===== config.mk =====
export PLATFORM = sky130hd
export DESIGN_NAME = chip_spreader_flat
export DESIGN_NICKNAME = d
export VERILOG_FILES = /design/src/rtl/chip_spreader_if.sv /design/src/rtl/chip_spreader.sv /design/src/flat_wrapper.sv
export SDC_FILE = /design/constraint.sdc
export NUM_CORES = 1
export LEC_CHECK = 0
export CAP_MARGIN = 20
export CORE_ASPECT_RATIO = 0.6
export CORE_UTILIZATION = 30
export CTS_CLUSTER_SIZE = 16
export DETAILED_ROUTE_END_ITERATION = 10
export SETUP_SLACK_MARGIN = 0.02
export SYNTH_ARGS = -nofsm -noshare
export SYNTH_HDL_FRONTEND = slang
export SYNTH_SLANG_ARGS = --single-unit

===== constraint.sdc =====
create_clock -name clk -period 5.72 [get_ports clk]
set_input_delay 1.144 -clock clk [delete_from_list [all_inputs] [get_ports clk]]
set_output_delay 1.144 -clock clk [all_outputs]
set_load 0.03 [all_outputs]

===== src/rtl/chip_spreader_if.sv =====
// Serial bit input and chip/rail outputs of the DSSS spreader.
// The master drives the data stream; the slave is the spreader itself.
interface chip_spreader_if;
  logic en;
  logic bit_in;
  logic bit_valid;
  logic chip_out;
  logic chip_strobe;
  logic i_chip;
  logic q_chip;
  logic busy;
  logic overrun;

  modport master (
    output en, bit_in, bit_valid,
    input  chip_out, chip_strobe, i_chip, q_chip, busy, overrun
  );

  modport slave (
    input  en, bit_in, bit_valid,
    output chip_out, chip_strobe, i_chip, q_chip, busy, overrun
  );
endinterface


===== src/rtl/chip_spreader.sv =====
// IEEE 802.15.4 DSSS spreader: packs 4 serial bits into a symbol and emits its
// 32-chip PN sequence at CHIP_DIV clocks per chip, with one pending-symbol slot.
module chip_spreader #(
  parameter int unsigned CHIP_DIV = 25,
  parameter int unsigned CNT_W    = 5
) (
  input logic            clk,
  input logic            reset_n,
  chip_spreader_if.slave bus
);

  typedef enum logic {IDLE, EMIT} state_t;

  // Symbol 0 with bit i holding chip c_i (c0 at the LSB).
  localparam logic [31:0] SYM0 = 32'b01110100010010101100001110011011;

  // Symbols 1..7 delay the chip sequence by 4k chips; 8..15 also invert odd chips.
  function automatic logic [31:0] chip_rom(input logic [3:0] sym);
    logic [63:0] dbl;
    logic [31:0] rot;
    dbl = {SYM0, SYM0} << {sym[2:0], 2'b00};
    rot = dbl[63:32];
    return sym[3] ? (rot ^ 32'hAAAA_AAAA) : rot;
  endfunction

  state_t           state;
  logic [1:0]       bit_cnt;
  logic [2:0]       asm_bits;
  logic [3:0]       pending;
  logic             pending_valid;
  logic [31:0]      shift;
  logic [4:0]       chip_idx;
  logic [CNT_W-1:0] cnt;
  logic             chip_out_r;
  logic             chip_strobe_r;
  logic             i_chip_r;
  logic             q_chip_r;
  logic             busy_r;
  logic             overrun_r;

  logic             fill;
  logic             chip_end;
  logic             consume;
  logic [3:0]       nibble;
  logic [31:0]      rom_word;
  logic [4:0]       next_idx;

  always_comb begin
    fill     = bus.en && bus.bit_valid && (bit_cnt == 2'd3);
    nibble   = {bus.bit_in, asm_bits};
    chip_end = (state == EMIT) && (cnt == CNT_W'(CHIP_DIV - 1));
    consume  = pending_valid && ((state == IDLE) || (chip_end && chip_idx == 5'd31));
    rom_word = chip_rom(pending);
    next_idx = chip_idx + 5'd1;
  end

  always_ff @(posedge clk) begin
    if (reset_n) begin
      state         <= IDLE;
      bit_cnt       <= '0;
      asm_bits      <= '0;
      pending       <= '0;
      pending_valid <= 1'b0;
      shift         <= '0;
      chip_idx      <= '0;
      cnt           <= '0;
      chip_out_r    <= 1'b0;
      chip_strobe_r <= 1'b0;
      i_chip_r      <= 1'b0;
      q_chip_r      <= 1'b0;
      busy_r        <= 1'b0;
      overrun_r     <= 1'b0;
    end else begin
      if (!bus.en) begin
        bit_cnt       <= '0;
        pending_valid <= 1'b0;
      end else begin
        if (bus.bit_valid) begin
          bit_cnt  <= bit_cnt + 2'd1;
          asm_bits <= {bus.bit_in, asm_bits[2:1]};
        end
        // A fill coinciding with a consume refills the slot without loss.
        if (fill && (!pending_valid || consume)) begin
          pending       <= nibble;
          pending_valid <= 1'b1;
        end else if (consume) begin
          pending_valid <= 1'b0;
        end
        if (fill && pending_valid && !consume)
          overrun_r <= 1'b1;
      end

      if (consume) begin
        state         <= EMIT;
        shift         <= rom_word;
        chip_idx      <= '0;
        cnt           <= '0;
        chip_out_r    <= rom_word[0];
        i_chip_r      <= rom_word[0];
        chip_strobe_r <= 1'b1;
        busy_r        <= 1'b1;
      end else if (chip_end) begin
        if (chip_idx == 5'd31) begin
          state         <= IDLE;
          busy_r        <= 1'b0;
          chip_strobe_r <= 1'b0;
        end else begin
          chip_idx      <= next_idx;
          cnt           <= '0;
          chip_out_r    <= shift[next_idx];
          chip_strobe_r <= 1'b1;
          if (next_idx[0])
            q_chip_r <= shift[next_idx];
          else
            i_chip_r <= shift[next_idx];
        end
      end else begin
        if (state == EMIT)
          cnt <= cnt + CNT_W'(1);
        chip_strobe_r <= 1'b0;
      end
    end
  end

  assign bus.chip_out    = chip_out_r;
  assign bus.chip_strobe = chip_strobe_r;
  assign bus.i_chip      = i_chip_r;
  assign bus.q_chip      = q_chip_r;
  assign bus.busy        = busy_r;
  assign bus.overrun     = overrun_r;

endmodule


===== src/flat_wrapper.sv =====
// flat-port wrapper written by rule: the top's interface ports become plain ports
module chip_spreader_flat 
#(
  parameter int unsigned CHIP_DIV = 25,
  parameter int unsigned CNT_W    = 5
)
  (clk, reset_n, bus_en, bus_bit_in, bus_bit_valid, bus_chip_out, bus_chip_strobe, bus_i_chip, bus_q_chip, bus_busy, bus_overrun);
  chip_spreader_if bus_i ();
  input logic clk;
  input logic reset_n;
  input wire logic [$bits(bus_i.en)-1:0] bus_en;
  input wire logic [$bits(bus_i.bit_in)-1:0] bus_bit_in;
  input wire logic [$bits(bus_i.bit_valid)-1:0] bus_bit_valid;
  output wire logic [$bits(bus_i.chip_out)-1:0] bus_chip_out;
  output wire logic [$bits(bus_i.chip_strobe)-1:0] bus_chip_strobe;
  output wire logic [$bits(bus_i.i_chip)-1:0] bus_i_chip;
  output wire logic [$bits(bus_i.q_chip)-1:0] bus_q_chip;
  output wire logic [$bits(bus_i.busy)-1:0] bus_busy;
  output wire logic [$bits(bus_i.overrun)-1:0] bus_overrun;
  assign bus_i.en = bus_en;
  assign bus_i.bit_in = bus_bit_in;
  assign bus_i.bit_valid = bus_bit_valid;
  assign bus_chip_out = bus_i.chip_out;
  assign bus_chip_strobe = bus_i.chip_strobe;
  assign bus_i_chip = bus_i.i_chip;
  assign bus_q_chip = bus_i.q_chip;
  assign bus_busy = bus_i.busy;
  assign bus_overrun = bus_i.overrun;
  chip_spreader #(.CHIP_DIV(CHIP_DIV), .CNT_W(CNT_W)) u_core (.clk(clk), .reset_n(reset_n), .bus(bus_i));
endmodule

==> results of run 1 <==
==> layer usage <==
metal / wire length, µm / up-vias / GRT usage
met1: 3590 / 1110 / 0.200
met5: 0 / - / 0
met2: 2510 / 52 / 0.178
met4: 81 / 0 / 0.0616
met3: 385 / 8 / 0.0502
li1: - / 1196 / -
==> where the power goes <==
part / total (mW) / switching, mW / internal [mW]
Clock: 0.631 / 0.184 / 0.447
Sequential: 0.406 / 0.000741 / 0.406
Combinational: 0.0149 / 0.00978 / 0.00509
Total: 1.05 / 0.194 / 0.858
==> registers in the layout (all words and copies together), names as in the netlist <==
register	count
u_core.asm_bits	3
u_core.cnt	5
u_core.pending	4
u_core.bus.chip_strobe	1
u_core.bus.busy	1
u_core.bit_cnt	2
u_core.shift	32
u_core.bus.i_chip	1
u_core.chip_idx	5
u_core.bus.q_chip	1
u_core.bus.chip_out	1
u_core.bus.overrun	1
u_core.pending_valid	1
==> worst max-delay path by stage <==
stage,from,slack (ns),end
after floorplan,bus_bit_valid,3.62,u_core.pending[3]$_SDFFE_PP0P_
after global placement,reset_n,2.86,u_core.cnt[1]$_SDFFE_PP0P_
after detailed placement,reset_n,2.82,u_core.cnt[4]$_SDFFE_PP0P_
after CTS,u_core.chip_idx[0]$_SDFFE_PP0P_,2.94,u_core.bus.i_chip$_SDFFE_PP0P_
after global routing,u_core.chip_idx[0]$_SDFFE_PP0P_,2.73,u_core.bus.i_chip$_SDFFE_PP0P_
final,u_core.chip_idx[0]$_SDFFE_PP0P_,2.97,u_core.bus.i_chip$_SDFFE_PP0P_
==> area by class of cell <==
cell class	instances	area [µm²]
inverters	7	26.3
multi-input cells	255	1710
clock inverters	5	100
repair buffers	13	123
flip-flops and latches	58	1160
clock buffers	11	253
fillers	971	5920
well taps	130	163
==> placed cells by master, fill, tap and decap left out, types with 2 or more instances in the layout <==
master,instances
nor2_1,63
dfxtp_1,58
a21oi_1,40
nand2_1,34
a211oi_1,17
xnor2_1,15
nor3_1,12
ha_1,11
clkdlybuf4s50_1,10
nand3_1,9
clkbuf_16,9
inv_1,7
mux2i_1,7
mux4_1,6
xor2_1,5
o21ai_0,4
nor2b_1,3
nand2b_1,3
bufinv_16,3
buf_4,3
nor3b_1,2
mux4_2,2
a311oi_1,2
clkinv_2,2
clkbuf_8,2
==> cells by family (layout without fill, tap and decap cells) <==
logic type	count (synthesis)	after routing	synth area share
mux	16	16	0.0956
compound gates	72	72	0.150
buf+inv	30	36	0.0449
flops	58	58	0.386
fa+ha+maj	11	11	0.0457
xor+xnor	21	21	0.0674
simple gates	135	135	0.210
==> worst min-delay path, delay by kind of cell (launching register included) <==
family / cells / cell delay (ns)
flops: 1 / 0.30
simple gates: 1 / 0.05
compound gates: 1 / 0.05
==> Yosys cell counts, drive strengths merged (2+ instances only) <==
library cell,count
nor2,63
ha,11
xor2,5
nand2,35
nor2b,3
dfxtp,58
xnor2,16
clkbuf,12
a311oi,2
a31oi,2
nor3b,3
buf,11
mux2i,7
a21oi,40
nand3,9
inv,7
nor3,13
mux4,8
a211oi,17
o21ai,5
nand2b,3
==> metrics by stage <==
step                std cells  instance area [µm²]  worst slack [ns]
floorplan                 343                 3010              3.62
global route              479                 3540              2.73
detailed placement        463                 3190              2.82
global placement          463                 3190              2.86
CTS                       479                 3540              2.94
finish                    479                 3540              2.97
==> impl_metrics.ini, run 1 <==
[status]
outcome = finished, final reports clean

[final_layout]
final_core_util = 0.374
drive_above_1_share = 0.0917
antenna_cells = 0
syn2layout_area_growth_pct = 17.6
finalNetCount = 360

[worst_setup_path]
cp_cell_sequence = ha_1, and3_1, ha_1, inv_1, o21ai_4, nand2_4, nor3_4, nor2_1, a311oi_1
slowest_delay_ns = 0.54
crit_buf_inv = 1
ff2ff_path_depth = 9
cp_max_fo = 28
r2r_start = u_core.chip_idx[0]$_SDFFE_PP0P_
cp.required_ns = 5.95
path_delay_family = simple AND/OR/NAND/NOR gates
worstSetupPathType = reg -> reg
end_kind = register
reg2reg_setup_slack_ns = 2.97
r2r_end = u_core.bus.i_chip$_SDFFE_PP0P_
critPathArrivalTime_ns = 2.98
startpoint_type = register
crit_cells = 9
cpMaxStageDelayCell = dfxtp_1
crit_path_frequent_cell = ha_1

[clocking]
clock-sinks = 58
cts_root_buf = clkbuf_16
post_cts_buffers = 0
hold_buffers = 0
cts_max_path_buffers = 2
cts_tree = done
cts.clk_slew.worst_paths_ns = 0.05
cts.repair.resized = 0
cts_buffers = 9
htree_levels = 3
insertion_delay_ns = 0.33

[logic_synthesis]
synth_area_leaders = dfxtp_1 39%, nor2_1 7.9%, a21oi_1 6.7%, mux4_1 5.2%, ha_1 4.6%
synthesis.nets = 359
synth_edf_count = 0
ys_ff_latch = 58
yosys_warnings = 0
synthArstFlopShare = 0
yosysSeqAreaShare = 0.386
yosysTopAreaCell = dfxtp_1
netlist.area_leader.share = 0.386
synth-main-ff-cell = dfxtp_1
syn-cell-area_um2 = 3010
ys_types = 43
postSynthAreaPerCell_um2 = 8.77
netlist_instances = 343

[hold_path]
min-delay-start = u_core.shift[28]$_SDFFE_PP0P_
hold_end = u_core.shift[28]$_SDFFE_PP0P_
holdPathStages = 2
hold_class = reg -> reg

[detailed_routing]
antenna_left = 0
drc = 0
dr.first_iter.drc_count = 114
wirelength_mm = 6.57
drtPass1Iterations = 5
vias_per_cell = 4.94
drt-wirelength-per-cell_um = 13.7
routed-via-count = 2366

[floorplan]
dieArea_um2 = 10400
ioPinCount = 11
start_util = 0.318
die_w_um = 131
core_area_um2 = 9460
num_rows = 27
fp.dieH_um = 79.6

[sta]
slew_headroom = 0.401
rsz0062_at_grt = false
hold_viol_final = 0
fmaxAchievable_mhz = 364
tns_ns = 0
setup_violations = 0
period_share = 0.480
whs_ns = 0.450
skew_ns = 0.00672
worst_pin_slew_ns = 0.897
slew_violations = 0
period_needed_ns = 2.75

[placement]
port_buffers = 10
globalplace.congestion = 0.756
dp_hpwl_mm = 4.54

[grt]
overflow = 0
grt_antenna_before_repair = 0
grt_pass1_wl_mm = 11.0
grt_pass1_vias = 2140
grt_use_total = 0.139
grt_max_degree = 40

[power]
finalPower_mw = 1.05
peakVddDrop_v = 0.000143
p_leak_nw = 1.26
p_per_area_nw_per_um2 = 297

[flow_run]
cap_violations = 0
(Power assumes the default switching activity.)
==> run 2: changes to the inputs <==
==> constraint.sdc (replaced) <==
create_clock -name clk -period 2.7 [get_ports clk]
set_input_delay 0.54 -clock clk [delete_from_list [all_inputs] [get_ports clk]]
set_output_delay 0.54 -clock clk [all_outputs]
set_load 0.03 [all_outputs]
==> impl_metrics.ini, run 2 (synthesized netlist as in run 1, its figures left out) <==
[detailed_routing]
routed-via-count = 2389
dr.first_iter.drc_count = 203
drtPass1Iterations = 5
antenna_left = 0
vias_per_cell = 4.95
wirelength_mm = 6.74
drc = 0
drt-wirelength-per-cell_um = 13.9

[final_layout]
fillCellCount = 978
regArea_um2 = 1160
antenna_cells = 0
mostFrequentLayoutCells = 63 x nor2_1, 58 x dfxtp_1, 40 x a21oi_1
final_common_cell = nor2_1
finalNetCount = 364
largest_reg_flops = 32
top_regs = u_core.shift: 32 flops, u_core.chip_idx: 5 flops, u_core.cnt: 5 flops
drive_above_1_share = 0.0992
regMostFlops = u_core.shift
multi_input_area_um2 = 1710
syn2layout_area_growth_pct = 18.3

[sta]
timing.final.ws_setup_ns = 0.284
setup_violations = 0
fmaxAchievable_mhz = 414
rsz0062_at_grt = false
period_needed_ns = 2.42
hold_viol_final = 0
worst_pin_slew_ns = 0.895
slew_headroom = 0.403
skew_ns = 0.00847
slew_violations = 0
tns_ns = 0
period_share = 0.895

[floorplan]
num_rows = 27
fp.dieH_um = 79.6
core_area_um2 = 9460
die_w_um = 131
start_util = 0.318
dieArea_um2 = 10400
ioPinCount = 11

[placement]
port_buffers = 10
dp_hpwl_mm = 4.78
dp_slack_ns = 0.298
globalplace.congestion = 0.791

[power]
combPwrFrac = 0.015
switching_share = 0.192
p_leak_nw = 1.27
p_seq_frac = 0.403
peakVddDrop_v = 0.000389
intPower_mw = 1.73
p_switching_uw = 409
power_frac_clock = 0.582
p_per_area_nw_per_um2 = 601

[clocking]
cts.clk_slew.worst_paths_ns = 0.06
htree_levels = 3
clock-sinks = 58
insertion_delay_ns = 0.33
cts_tree = done
cts_root_buf = clkbuf_16
cts_buffers = 9
hold_buffers = 0
cts_max_path_buffers = 2
post_cts_buffers = 0
cts.repair.resized = 0

[grt]
grt_pass1_vias = 2110
grt_pass1_wl_mm = 11.1
grt_antenna_before_repair = 0
overflow = 0
grt_use_total = 0.140
grt_max_degree = 40

[worst_setup_path]
startpoint_type = register
critPathArrivalTime_ns = 2.65
end_kind = register
cp.required_ns = 2.93
cp_max_fo = 28
worstSetupPathType = reg -> reg

[status]
outcome = finished, final reports clean

[flow_run]
cap_violations = 0

[hold_path]
hold_class = reg -> reg
## run 2: worst paths after layout
check	startpoint	to	slack, ns	cells after the start
worst max register to register	u_core.chip_idx[1]$_SDFFE_PP0P_	u_core.bus.i_chip$_SDFFE_PP0P_	0.28	9
worst max-delay path	u_core.chip_idx[1]$_SDFFE_PP0P_	u_core.bus.i_chip$_SDFFE_PP0P_	0.28	9
worst min register to register	u_core.shift[12]$_SDFFE_PP0P_	u_core.shift[12]$_SDFFE_PP0P_	0.45	2
worst min-delay path	u_core.shift[12]$_SDFFE_PP0P_	u_core.shift[12]$_SDFFE_PP0P_	0.45	2
## run 2: cell type report
type / instances / area share
Clock inverter: 4 / 0.0207
Inverter: 7 / 0.00738
Clock buffer: 12 / 0.0721
Sequential cell: 58 / 0.326
Tap cell: 130 / 0.0457
Multi-Input combinational cell: 255 / 0.481
Timing Repair Buffer: 17 / 0.0464
## run 2: worst max-delay path, cell delays in order, from the launching register on
cell and delay, ns:
dfxtp_1 0.35, ha_1 0.29, and3_1 0.20, ha_1 0.24, inv_1 0.11, o21ai_4 0.26, nand2_4 0.25, nor3_4 0.31
nor2_1 0.08, a311oi_1 0.23
## run 2: power groups by stage
stage | Sequential, mW | Combinational (mW) | Clock (mW)
after floorplan | 0.878 | 0.0197 | 0
after global placement | 0.879 | 0.0321 | 0
after detailed placement | 0.879 | 0.0331 | 0
after CTS | 0.861 | 0.0330 | 1.27
after global routing | 0.860 | 0.0370 | 1.31
final | 0.861 | 0.0329 | 1.24
## run 2: metrics by stage
step	utilization	total power, mW	std cells	hold WS (ns)	instance area, µm²
after floorplan	-	0.898	343	0.427	3010
after global placement	0.341	0.911	467	0.436	3230
after detailed placement	0.341	0.912	467	0.444	3230
after CTS	0.376	2.16	483	0.450	3560
after global routing	0.376	2.20	483	0.470	3560
final	0.376	2.14	483	0.451	3560
## run 2: layer usage
layer  GRT usage  vias up  part of all wire
met4      0.0279        0            0.0095
met1       0.217     1100              0.56
li1            -     1203                 -
met5           0        -                 0
met2       0.173       76              0.36
met3      0.0540       10             0.073
